===== src/rtl/fetch_requester.sv =====
`default_nettype none
// ============================================================================
// Module   : fetch_requester
// Purpose  : Single-outstanding instruction fetcher feeding a small decode FIFO.
//            Optional macro FETCH_ALIGN_CHECK_EN aligns and flags bad redirects.
// Revision : 1.0
// ============================================================================
module fetch_requester #(
  parameter logic [31:0] INITIAL_ADDRES = 32'h8000_0000,
  parameter int unsigned FIFO_DEPTH     = 2
) (
  input  logic        clk_i,
  input  logic        rst_i,
  output logic [31:0] ins_address_o,
  output logic        get_instruction_o,
  input  logic [31:0] read_ins_i,
  input  logic        instruction_completed_i,
  input  logic        redirect_i,
  input  logic [31:0] redirect_address_i,
  output logic        ins_valid_o,
  output logic [31:0] ins_o,
  output logic [31:0] ins_pc_o,
  input  logic        decode_ready_i,
  output logic        misaligned_o
);

  localparam int unsigned        c_ptr_w   = $clog2(FIFO_DEPTH);
  localparam int unsigned        c_cnt_w   = c_ptr_w + 1;
  localparam logic [c_cnt_w-1:0] c_depth   = c_cnt_w'(FIFO_DEPTH);
  localparam logic [c_cnt_w-1:0] c_one     = c_cnt_w'(1);
  localparam logic [c_ptr_w-1:0] c_ptr_one = c_ptr_w'(1);

  typedef enum logic [1:0] {
    S_IDLE    = 2'd0,
    S_REQUEST = 2'd1,
    S_DRAIN   = 2'd2
  } state_t;

  state_t             r_state;
  state_t             w_state_next;
  logic [31:0]        r_pc;
  logic [31:0]        w_pc_next;
  logic [31:0]        r_req_addr;
  logic [31:0]        w_redirect_pc;
  logic [c_cnt_w-1:0] r_count;
  logic [c_cnt_w-1:0] w_count_next;
  logic [c_ptr_w-1:0] r_wr_ptr;
  logic [c_ptr_w-1:0] r_rd_ptr;
  logic [31:0]        r_ins_mem [FIFO_DEPTH];
  logic [31:0]        r_pc_mem  [FIFO_DEPTH];
  logic               w_full;
  logic               w_push;
  logic               w_pop;

  assign w_full = (r_count == c_depth);
  // A redirect flushes the buffer, so it overrides any pop or push on that edge.
  assign w_pop  = ins_valid_o && decode_ready_i && !redirect_i;
  assign w_push = (r_state == S_REQUEST) && instruction_completed_i &&
                  !redirect_i && !w_full;

`ifdef FETCH_ALIGN_CHECK_EN
  logic r_misaligned;

  assign w_redirect_pc = {redirect_address_i[31:2], 2'b00};
  assign misaligned_o  = r_misaligned;

  always_ff @(posedge clk_i) begin
    if (rst_i) begin
      r_misaligned <= 1'b0;
    end else if (redirect_i && (redirect_address_i[1:0] != 2'b00)) begin
      r_misaligned <= 1'b1;
    end
  end
`else
  assign w_redirect_pc = redirect_address_i;
  assign misaligned_o  = 1'b0;
`endif

  always_comb begin
    w_count_next = r_count;
    if (redirect_i) begin
      w_count_next = '0;
    end else if (w_push && !w_pop) begin
      w_count_next = r_count + c_one;
    end else if (!w_push && w_pop) begin
      w_count_next = r_count - c_one;
    end
  end

  always_comb begin
    w_state_next = r_state;
    w_pc_next    = r_pc;
    case (r_state)
      S_IDLE: begin
        if (redirect_i || (r_count < c_depth)) begin
          w_state_next = S_REQUEST;
        end
      end
      S_REQUEST: begin
        if (instruction_completed_i) begin
          if (redirect_i) begin
            w_state_next = S_IDLE;
          end else begin
            if (w_push) begin
              w_pc_next = r_pc + 32'd4;
            end
            w_state_next = (w_count_next < c_depth) ? S_REQUEST : S_IDLE;
          end
        end else if (redirect_i) begin
          // Memory cannot cancel; wait out the old access and drop its word.
          w_state_next = S_DRAIN;
        end
      end
      S_DRAIN: begin
        if (instruction_completed_i) begin
          w_state_next = S_IDLE;
        end
      end
      default: begin
        w_state_next = S_IDLE;
      end
    endcase
    if (redirect_i) begin
      w_pc_next = w_redirect_pc;
    end
  end

  always_ff @(posedge clk_i) begin
    if (rst_i) begin
      r_state    <= S_IDLE;
      r_pc       <= INITIAL_ADDRES;
      r_req_addr <= INITIAL_ADDRES;
      r_count    <= '0;
      r_wr_ptr   <= '0;
      r_rd_ptr   <= '0;
    end else begin
      r_state <= w_state_next;
      r_pc    <= w_pc_next;
      r_count <= w_count_next;
      // The presented address freezes while draining the abandoned access.
      if (w_state_next != S_DRAIN) begin
        r_req_addr <= w_pc_next;
      end
      if (redirect_i) begin
        r_wr_ptr <= '0;
        r_rd_ptr <= '0;
      end else begin
        if (w_push) begin
          r_wr_ptr <= r_wr_ptr + c_ptr_one;
        end
        if (w_pop) begin
          r_rd_ptr <= r_rd_ptr + c_ptr_one;
        end
      end
    end
  end

  always_ff @(posedge clk_i) begin
    if (!rst_i && w_push) begin
      r_ins_mem[r_wr_ptr] <= read_ins_i;
      r_pc_mem[r_wr_ptr]  <= r_pc;
    end
  end

  assign get_instruction_o = (r_state == S_REQUEST) || (r_state == S_DRAIN);
  assign ins_address_o     = r_req_addr;
  assign ins_valid_o       = (r_count != '0);
  assign ins_o             = r_ins_mem[r_rd_ptr];
  assign ins_pc_o          = r_pc_mem[r_rd_ptr];

endmodule
`default_nettype wire


===== config.mk =====
export PLATFORM = sky130hd
export DESIGN_NAME = fetch_requester
export DESIGN_NICKNAME = d
export VERILOG_FILES = /design/src/rtl/fetch_requester.sv
export SDC_FILE = /design/constraint.sdc
export NUM_CORES = 1
export LEC_CHECK = 0
export BUFFER_PORTS_ARGS = -buffer_cell sky130_fd_sc_hd__buf_2
export CAP_MARGIN = 20
export CORE_ASPECT_RATIO = 0.8
export CORE_MARGIN = 2
export CORE_UTILIZATION = 50
export DETAILED_ROUTE_END_ITERATION = 7
export GPL_TIMING_DRIVEN = 0
export PLACE_DENSITY = 0.75
export SLEW_MARGIN = 40
export SYNTH_ARGS = -nofsm -noshare
export SYNTH_HDL_FRONTEND = slang
export SYNTH_SLANG_ARGS = --single-unit

===== constraint.sdc =====
create_clock -name clk_i -period 18 [get_ports clk_i]
set_input_delay 3.6 -clock clk_i [delete_from_list [all_inputs] [get_ports clk_i]]
set_output_delay 3.6 -clock clk_i [all_outputs]
set_load 0.05 [all_outputs]

==> results of run 1 <==
routing by layer:
| metal | global-route usage (%) | vias to the layer above | wire length, um |
|---|---|---|---|
| li1 | - | 2569 | - |
| met1 | 29.7 | 2631 | 8010 |
| met2 | 34.5 | 278 | 8290 |
| met3 | 5.81 | 29 | 1680 |
| met4 | 7.71 | 0 | 286 |
| met5 | 0 | - | 0 |
path summary, 6_finish.rpt:
kind	slack, ns	to
max	11.23	ins_address_o[7]
min	0.47	ins_address_o[9]
max reg2reg	14.80	ins_address_o[7]
min reg2reg	0.47	ins_address_o[9]
critical path, delay by kind of cell:
family | cells | cell delay [ns]
AO/OA/AOI/OAI | 2 | 0.47
adder cells (fa/ha/maj) | 1 | 0.19
buffers and inverters | 7 | 2.02
AND/OR/NAND/NOR | 5 | 0.81
power breakdown:
part / switching, W / internal, W
Clock: 0.000170 / 0.000193
Combinational: 0.0000568 / 0.0000257
Sequential: 0.0000120 / 0.000498
Total: 0.000239 / 0.000718
final cells by class:
type / instances / area share, %
plain buffers: 31 / 1.47
clock buffers: 17 / 4.36
clock inverters: 15 / 1.45
inverters: 10 / 0.410
multi-input cells: 345 / 26.3
flip-flops and latches: 199 / 53.9
well taps: 215 / 2.76
repair buffers: 176 / 9.33
through the flow:
step / hold slack [ns] / power [W] / worst slack [ns] / utilization (%)
after global routing: 0.488 / 0.000986 / 11.00 / 62.2
after global placement: 0.452 / 0.000599 / 6.60 / 58.0
after CTS: 0.470 / 0.000962 / 11.34 / 62.2
after floorplan: 0.425 / 0.000573 / 9.02 / -
final: 0.466 / 0.000957 / 11.23 / 62.2
after detailed placement: 0.457 / 0.000602 / 10.94 / 58.6
registers in the layout, summed over array words and instances (netlist names), named ones only:
| signal | cells |
|---|---|
| r_count | 2 |
| r_pc | 32 |
| r_state | 2 |
| r_wr_ptr | 1 |
| r_rd_ptr | 1 |
| r_pc_mem | 64 |
| r_ins_mem | 64 |
| ins_address_o | 32 |
cell families after synthesis:
family | share of synthesized area, %
AOI/OAI and AO/OA | 5.60
buffers and inverters | 2.30
adders and majority gates | 1.41
DFF | 65.8
xor gates and xnor gates | 3.28
other | 0.0469
and+or+nand+nor | 11.4
muxes | 10.1
cell usage in the layout (no fill, tap or decap), drive strengths merged, types with 8 or more instances in the layout:
cell type,instances
nor3,26
xnor2,24
o41ai,11
ha,9
mux2,65
nand4,17
inv,15
nand2,34
o21ai,8
buf,184
nor2,42
mux2i,8
a21oi,11
edfxtp,128
clkbuf,40
nand3,23
dfxtp,71
and3,8
==> summary.md, run 1 <==
| Metric | Value |
|---|---|
| Commonest cells in the netlist | edfxtp_1 (128), dfxtp_1 (71), mux2_2 (65) |
| Fmax | 0.148 GHz |
| Htree depth | 4 |
| Setup Skew | 0.00876 ns |
| P&R area growth vs syn | 22.0% |
| Port Buffer Count | 165 |
| Post-route clock period utilization | 37.6% |
| RSZ-0062 raised after global routing | no |
| Largest net degree at the start of global routing | 34 |
| Status | finished clean |
| Starting Density | 51.0% |
| DR pass1 iterations | 5 |
| Largest cells by area after synthesis | edfxtp_1 (48%), dfxtp_1 (18%), mux2_2 (9.1%) |
| Post-Syn Area | 8000 um2 |
| Worst min-delay path startpoint | ins_address_o[9] |
| PD cells | 98.0 nW/um2 |
| DP Cell Count | 976 |
| Nets | 858 |
| Clock Path Buffers | 2 |
| Final setup fails | 0 |
| Synth unique cells | 55 |
| Final ANT Viol Nets | 0 |
| Via count | 5507 |
| Die Y | 117 um |
| DP Area | 9190 um2 |
| Setup CP Type | in -> reg |
| Fill cells | 1245 |
| RR Startpoint | r_state[1] |
| Max Slew Vio Count | 0 |
| Crit-path most repeated cell | clkbuf_1 |
| Placeable Area | 15700 um2 |
| Synth Register Bits | 199 |
| Initial antenna violation count | 0 |
| Layout cells sized above 1 | 37.6% |
| GP Congestion | 0.917 |
| CP max stage cell | clkbuf_1 |
| Post CTS Setup Buffer Count | 0 |
| Die area | 17000 um2 |
| Data required time at the worst endpoint | 18.36 ns |
| Slew HR | 50.3% |
| Crit start category | input port |
| R2R cell count | 11 |
| DR vias/cell | 5.46 |
| LEAKAGE | 3.75 nW |
| Min Tclk post-route | 6.77 ns |
| Cts repair resizes | 0 |
| Top-count cell post-synth | edfxtp_1 |
| Design area | 9760 um2 |
| I/O Pins | 168 |
| Asr flop ratio synth | 0% |
| CTS tree | yes |
| Hold WC Path Type | reg -> reg |
| Mean Syn Cell Area | 13.7 um2 |
| Seq/Total Area, Yosys | 65.8% |
| Worst-margin pin slew | 0.746 ns |
| Post-synth EDFFs | 128 |
| Final TNS setup | 0 ns |
| Share of the synthesized area in the top cell type | 48.0% |
| CTS Root Buffer Type | clkbuf_16 |
| First DRT Iteration DRCs | 462 |
| CTS Buf Count | 17 |
| # hold bufs at CTS | 0 |
| Max_cap viols | 0 |
| Die width | 145 um |
| CTS clock-pin slew for the worst setup and hold paths | 0.07 ns |
| Final Hold Viols | 0 |
| GRT overflow | 0 |
| Clock Latency Late Sink | 0.43 ns |
| WL final | 18.3 mm |
| Worst-path fanout max | 10 |
| FP Rows | 41 |
| Syn nets | 663 |
| Antenna Cells | 0 |
| Total clock sinks | 199 |
| Post-DP HPWL | 13.2 mm |
| All-Layer GR Usage | 21.9% |
| Post-DR wirelength/cell | 18.1 um |
| Crit-path cells | buf_2 > buf_4 > clkinv_1 > clkbuf_1 > clkbuf_1 > nand2_1 > inv_1 > ha_1 > nor2_1 > o31ai_1 > nor3_1 > nor4_2 > clkbuf_1 > nand2_1 > a21oi_1 |
| Vias in the first global route | 5317 |
| Hold Path Depth | 2 |
| Ys Warns | 0 |
| Worst path arrival time | 7.13 ns |
| Multi-input logic area | 2560 um2 |
| Max IR drop VDD | 59.8 uV |
| Critical Path End Type | flop |
| Yosys top cell by area | edfxtp_1 |
| Top_reg_cell synth | edfxtp_1 |
| Post-synthesis cell count | 585 |
| Fin cells | 1008 |
| FF+latch area | 5270 um2 |
| CP Launch Point | redirect_i |
| Global-route wire length before repair | 28.5 mm |
| DRC viols | 0 |
| CP max stage delay | 0.54 ns |
Power figures use the tool's default switching activity.
==> inputs of run 2 (changes only) <==
- CORE_UTILIZATION: 50 -> 49
- PLACE_DENSITY: 0.75 -> 0.77
- clock period: 18 -> 5.47 ns (I/O delays scaled with it)
==> summary.md, run 2 (synthesis results as in run 1) <==
| Metric | Value |
|---|---|
| Crit-path most repeated cell | clkbuf_1 (unchanged) |
| Fin cells | 1003 (was 1008) |
| Starting Density | 50.5% (was 51.0%) |
| Min Tclk post-route | 4.31 ns |
| Clock Latency Late Sink | 0.43 ns (about the same) |
| Fill cells | 1232 (was 1245) |
| Multi-input logic area | 2570 um2 (was 2560 um2) |
| Largest net degree at the start of global routing | 41 (was 34) |
| Clock Path Buffers | 2 (unchanged) |
| Post-DR wirelength/cell | 18.2 um (was 18.1 um) |
| Worst path bufs/invs | 7 (unchanged) |
| Vias in the first global route | 5273 (was 5317) |
| RSZ-0062 raised after global routing | no (unchanged) |
| Post-route clock period utilization | 78.7% |
| Sw Ratio | 25.3% (was 25.0%) |
| DR vias/cell | 5.36 (was 5.46) |
| FP Rows | 41 (unchanged) |
| Die area | 17400 um2 (was 17000 um2) |
| Sequential share of power | 52.8% (was 53.3%) |
| All-Layer GR Usage | 21.1% (was 21.9%) |
| Psw | 0.000805 W (was 0.000239 W) |
| PD cells | 325 nW/um2 (was 98.0 nW/um2) |
| Initial antenna violation count | 0 (unchanged) |
| CTS Root Buffer Type | clkbuf_16 (unchanged) |
| Layout cells sized above 1 | 37.3% (was 37.6%) |
| FF+latch area | 5270 um2 (unchanged) |
| Nets | 853 (was 858) |
| Worst path arrival time | 4.63 ns (was 7.13 ns) |
| Setup CP Type | in -> reg (unchanged) |
| Critical Path End Type | flop (unchanged) |
| Commonest non-fill, non-tap cell in the layout | buf_2 (unchanged) |
| Global-route wire length before repair | 28.4 mm (was 28.5 mm) |
| DRC viols | 0 (unchanged) |
| Crit-path cells | buf_2 > buf_4 > clkinv_1 > clkbuf_1 > clkbuf_1 > nand2_1 > inv_1 > ha_1 > nor2_1 > o31ai_1 > nor3_1 > nor4_2 > clkbuf_1 > nand3_1 > o41ai_1 (was buf_2 > buf_4 > clkinv_1 > clkbuf_1 > clkbuf_1 > nand2_1 > inv_1 > ha_1 > nor2_1 > o31ai_1 > nor3_1 > nor4_2 > clkbuf_1 > nand2_1 > a21oi_1) |
| CTS clock-pin slew for the worst setup and hold paths | 0.07 ns (about the same) |
| Placeable Area | 15900 um2 (was 15700 um2) |
| Worst-path fanout max | 10 (unchanged) |
| Worst-margin pin slew | 0.713 ns (was 0.746 ns) |
| Final setup fails | 0 (unchanged) |
| Htree depth | 4 (unchanged) |
| Max IR drop VDD | 250 uV (was 59.8 uV) |
| CTS tree | yes (unchanged) |
| CP max stage delay | 0.58 ns (was 0.54 ns) |
| CP max stage cell | clkbuf_1 (unchanged) |
| Crit start category | input port (unchanged) |
| CTS Buf Count | 17 (unchanged) |
| Die width | 147 um (was 145 um) |
| Final Hold Viols | 0 (unchanged) |
| Cts repair resizes | 0 (unchanged) |
| Setup Skew | 0.00578 ns (was 0.00876 ns) |
| First DRT Iteration DRCs | 388 (was 462) |
| Top flop regs | r_ins_mem x64, r_pc_mem x64 (unchanged) |
| GP Congestion | 0.834 (was 0.917) |
| Max_cap viols | 0 (unchanged) |
| Die Y | 118 um (was 117 um) |
| Commonest non-fill, non-tap cells in the layout | buf_2 (169), edfxtp_1 (128), dfxtp_1 (71) (was buf_2 (173), edfxtp_1 (128), dfxtp_1 (71)) |
| P&R area growth vs syn | 22.1% (was 22.0%) |
| Total clock sinks | 199 (unchanged) |
| I/O Pins | 168 (unchanged) |
| # hold bufs at CTS | 0 (unchanged) |
| Max Slew Vio Count | 0 (unchanged) |
| Combinational Power Share | 8.6% (about the same) |
| Final ANT Viol Nets | 0 (unchanged) |
| Via count | 5375 (was 5507) |
| DR pass1 iterations | 5 (unchanged) |
| Internal Power | 0.00237 W (was 0.000718 W) |
| Antenna Cells | 0 (unchanged) |
| GRT overflow | 0 (unchanged) |
| Port Buffer Count | 165 (unchanged) |
| DP Cell Count | 971 (was 976) |
| Total power | 0.00318 W (was 0.000957 W) |
| LEAKAGE | 3.74 nW (was 3.75 nW) |
| Post CTS Setup Buffer Count | 0 (unchanged) |
| Clock power frac | 38.6% (was 38.0%) |
| Data required time at the worst endpoint | 5.79 ns (was 18.36 ns) |
| Worst path top cell family by delay | buffers and inverters (unchanged) |
| Status | finished clean (unchanged) |
| Hold WC Path Type | reg -> reg (unchanged) |
| WL final | 18.3 mm (about the same) |
| Fmax | 0.232 GHz |
| Slew HR | 52.5% (was 50.3%) |
| Post-DP HPWL | 13.3 mm (was 13.2 mm) |
[run 2: cell count changes in the layout (fill, tap and decap cells not counted)]
cell,previous run,this run
buf_2,173,169
inv_6,7,4
clkinv_8,0,1
buf_6,2,6
nor3_2,1,0
clkinv_2,0,1
clkinv_4,1,0
buf_4,8,3
clkinv_1,3,2
inv_8,0,4
clkinvlp_4,5,4
nor3_4,1,2
[run 2: worst paths after layout]
kind | start | to | slack, ns | cells after the start
worst min register to register | ins_address_o[26] | ins_address_o[26] | 0.46 | 2
worst min-delay path | ins_address_o[26] | ins_address_o[26] | 0.46 | 2
worst max-delay path | redirect_i | ins_address_o[16] | 1.16 | 15
worst max register to register | r_count[1] | ins_address_o[16] | 2.17 | 13
[run 2: layer usage]
| layer | track usage [%] | wire length [um] | vias to the layer above |
|---|---|---|---|
| met5 | 0 | 0 | - |
| met4 | 6.49 | 290 | 0 |
| met3 | 4.79 | 1350 | 25 |
| met2 | 31.4 | 8060 | 248 |
| met1 | 30.8 | 8600 | 2538 |
| li1 | - | - | 2564 |
[run 2: tightest hold or removal path: cells and delay by family, from the launching register on]
| family | cells | cell delay (ns) |
|---|---|---|
| simple gates | 1 | 0.05 |
| flops | 1 | 0.32 |
| compound gates | 1 | 0.05 |
[run 2: final cells by class]
type                            instances  share of cell area, %
Clock buffer                           17                   4.35
Timing Repair Buffer                  171                   9.19
Clock inverter                         15                   1.65
Inverter                               10                  0.410
Buffer                                 31                   1.47
Multi-Input combinational cell        345                   26.3
Sequential cell                       199                   53.9
Tap cell                              215                   2.75
[run 2: power groups by stage]
stage	Sequential, W	Clock, W	Combinational, W
after floorplan	0.00176	0	0.000126
after global placement	0.00171	0	0.000262
after detailed placement	0.00171	0	0.000269
after CTS	0.00168	0.00125	0.000271
after global routing	0.00168	0.00131	0.000288
final	0.00168	0.00123	0.000272
[run 2: metrics by stage]
stage                     instance area, um2  setup slack (ns)  utilization (%)  TNS (ns)  hold slack (ns)
after floorplan                         8010             0.995                -         0            0.425
after global placement                  9100            -0.417             57.4    -26.27            0.444
after detailed placement                9190             0.868             58.0         0            0.445
after CTS                               9770              1.31             61.7         0            0.464
after global routing                    9770              1.02             61.7         0            0.482
final                                   9770              1.16             61.7         0            0.464
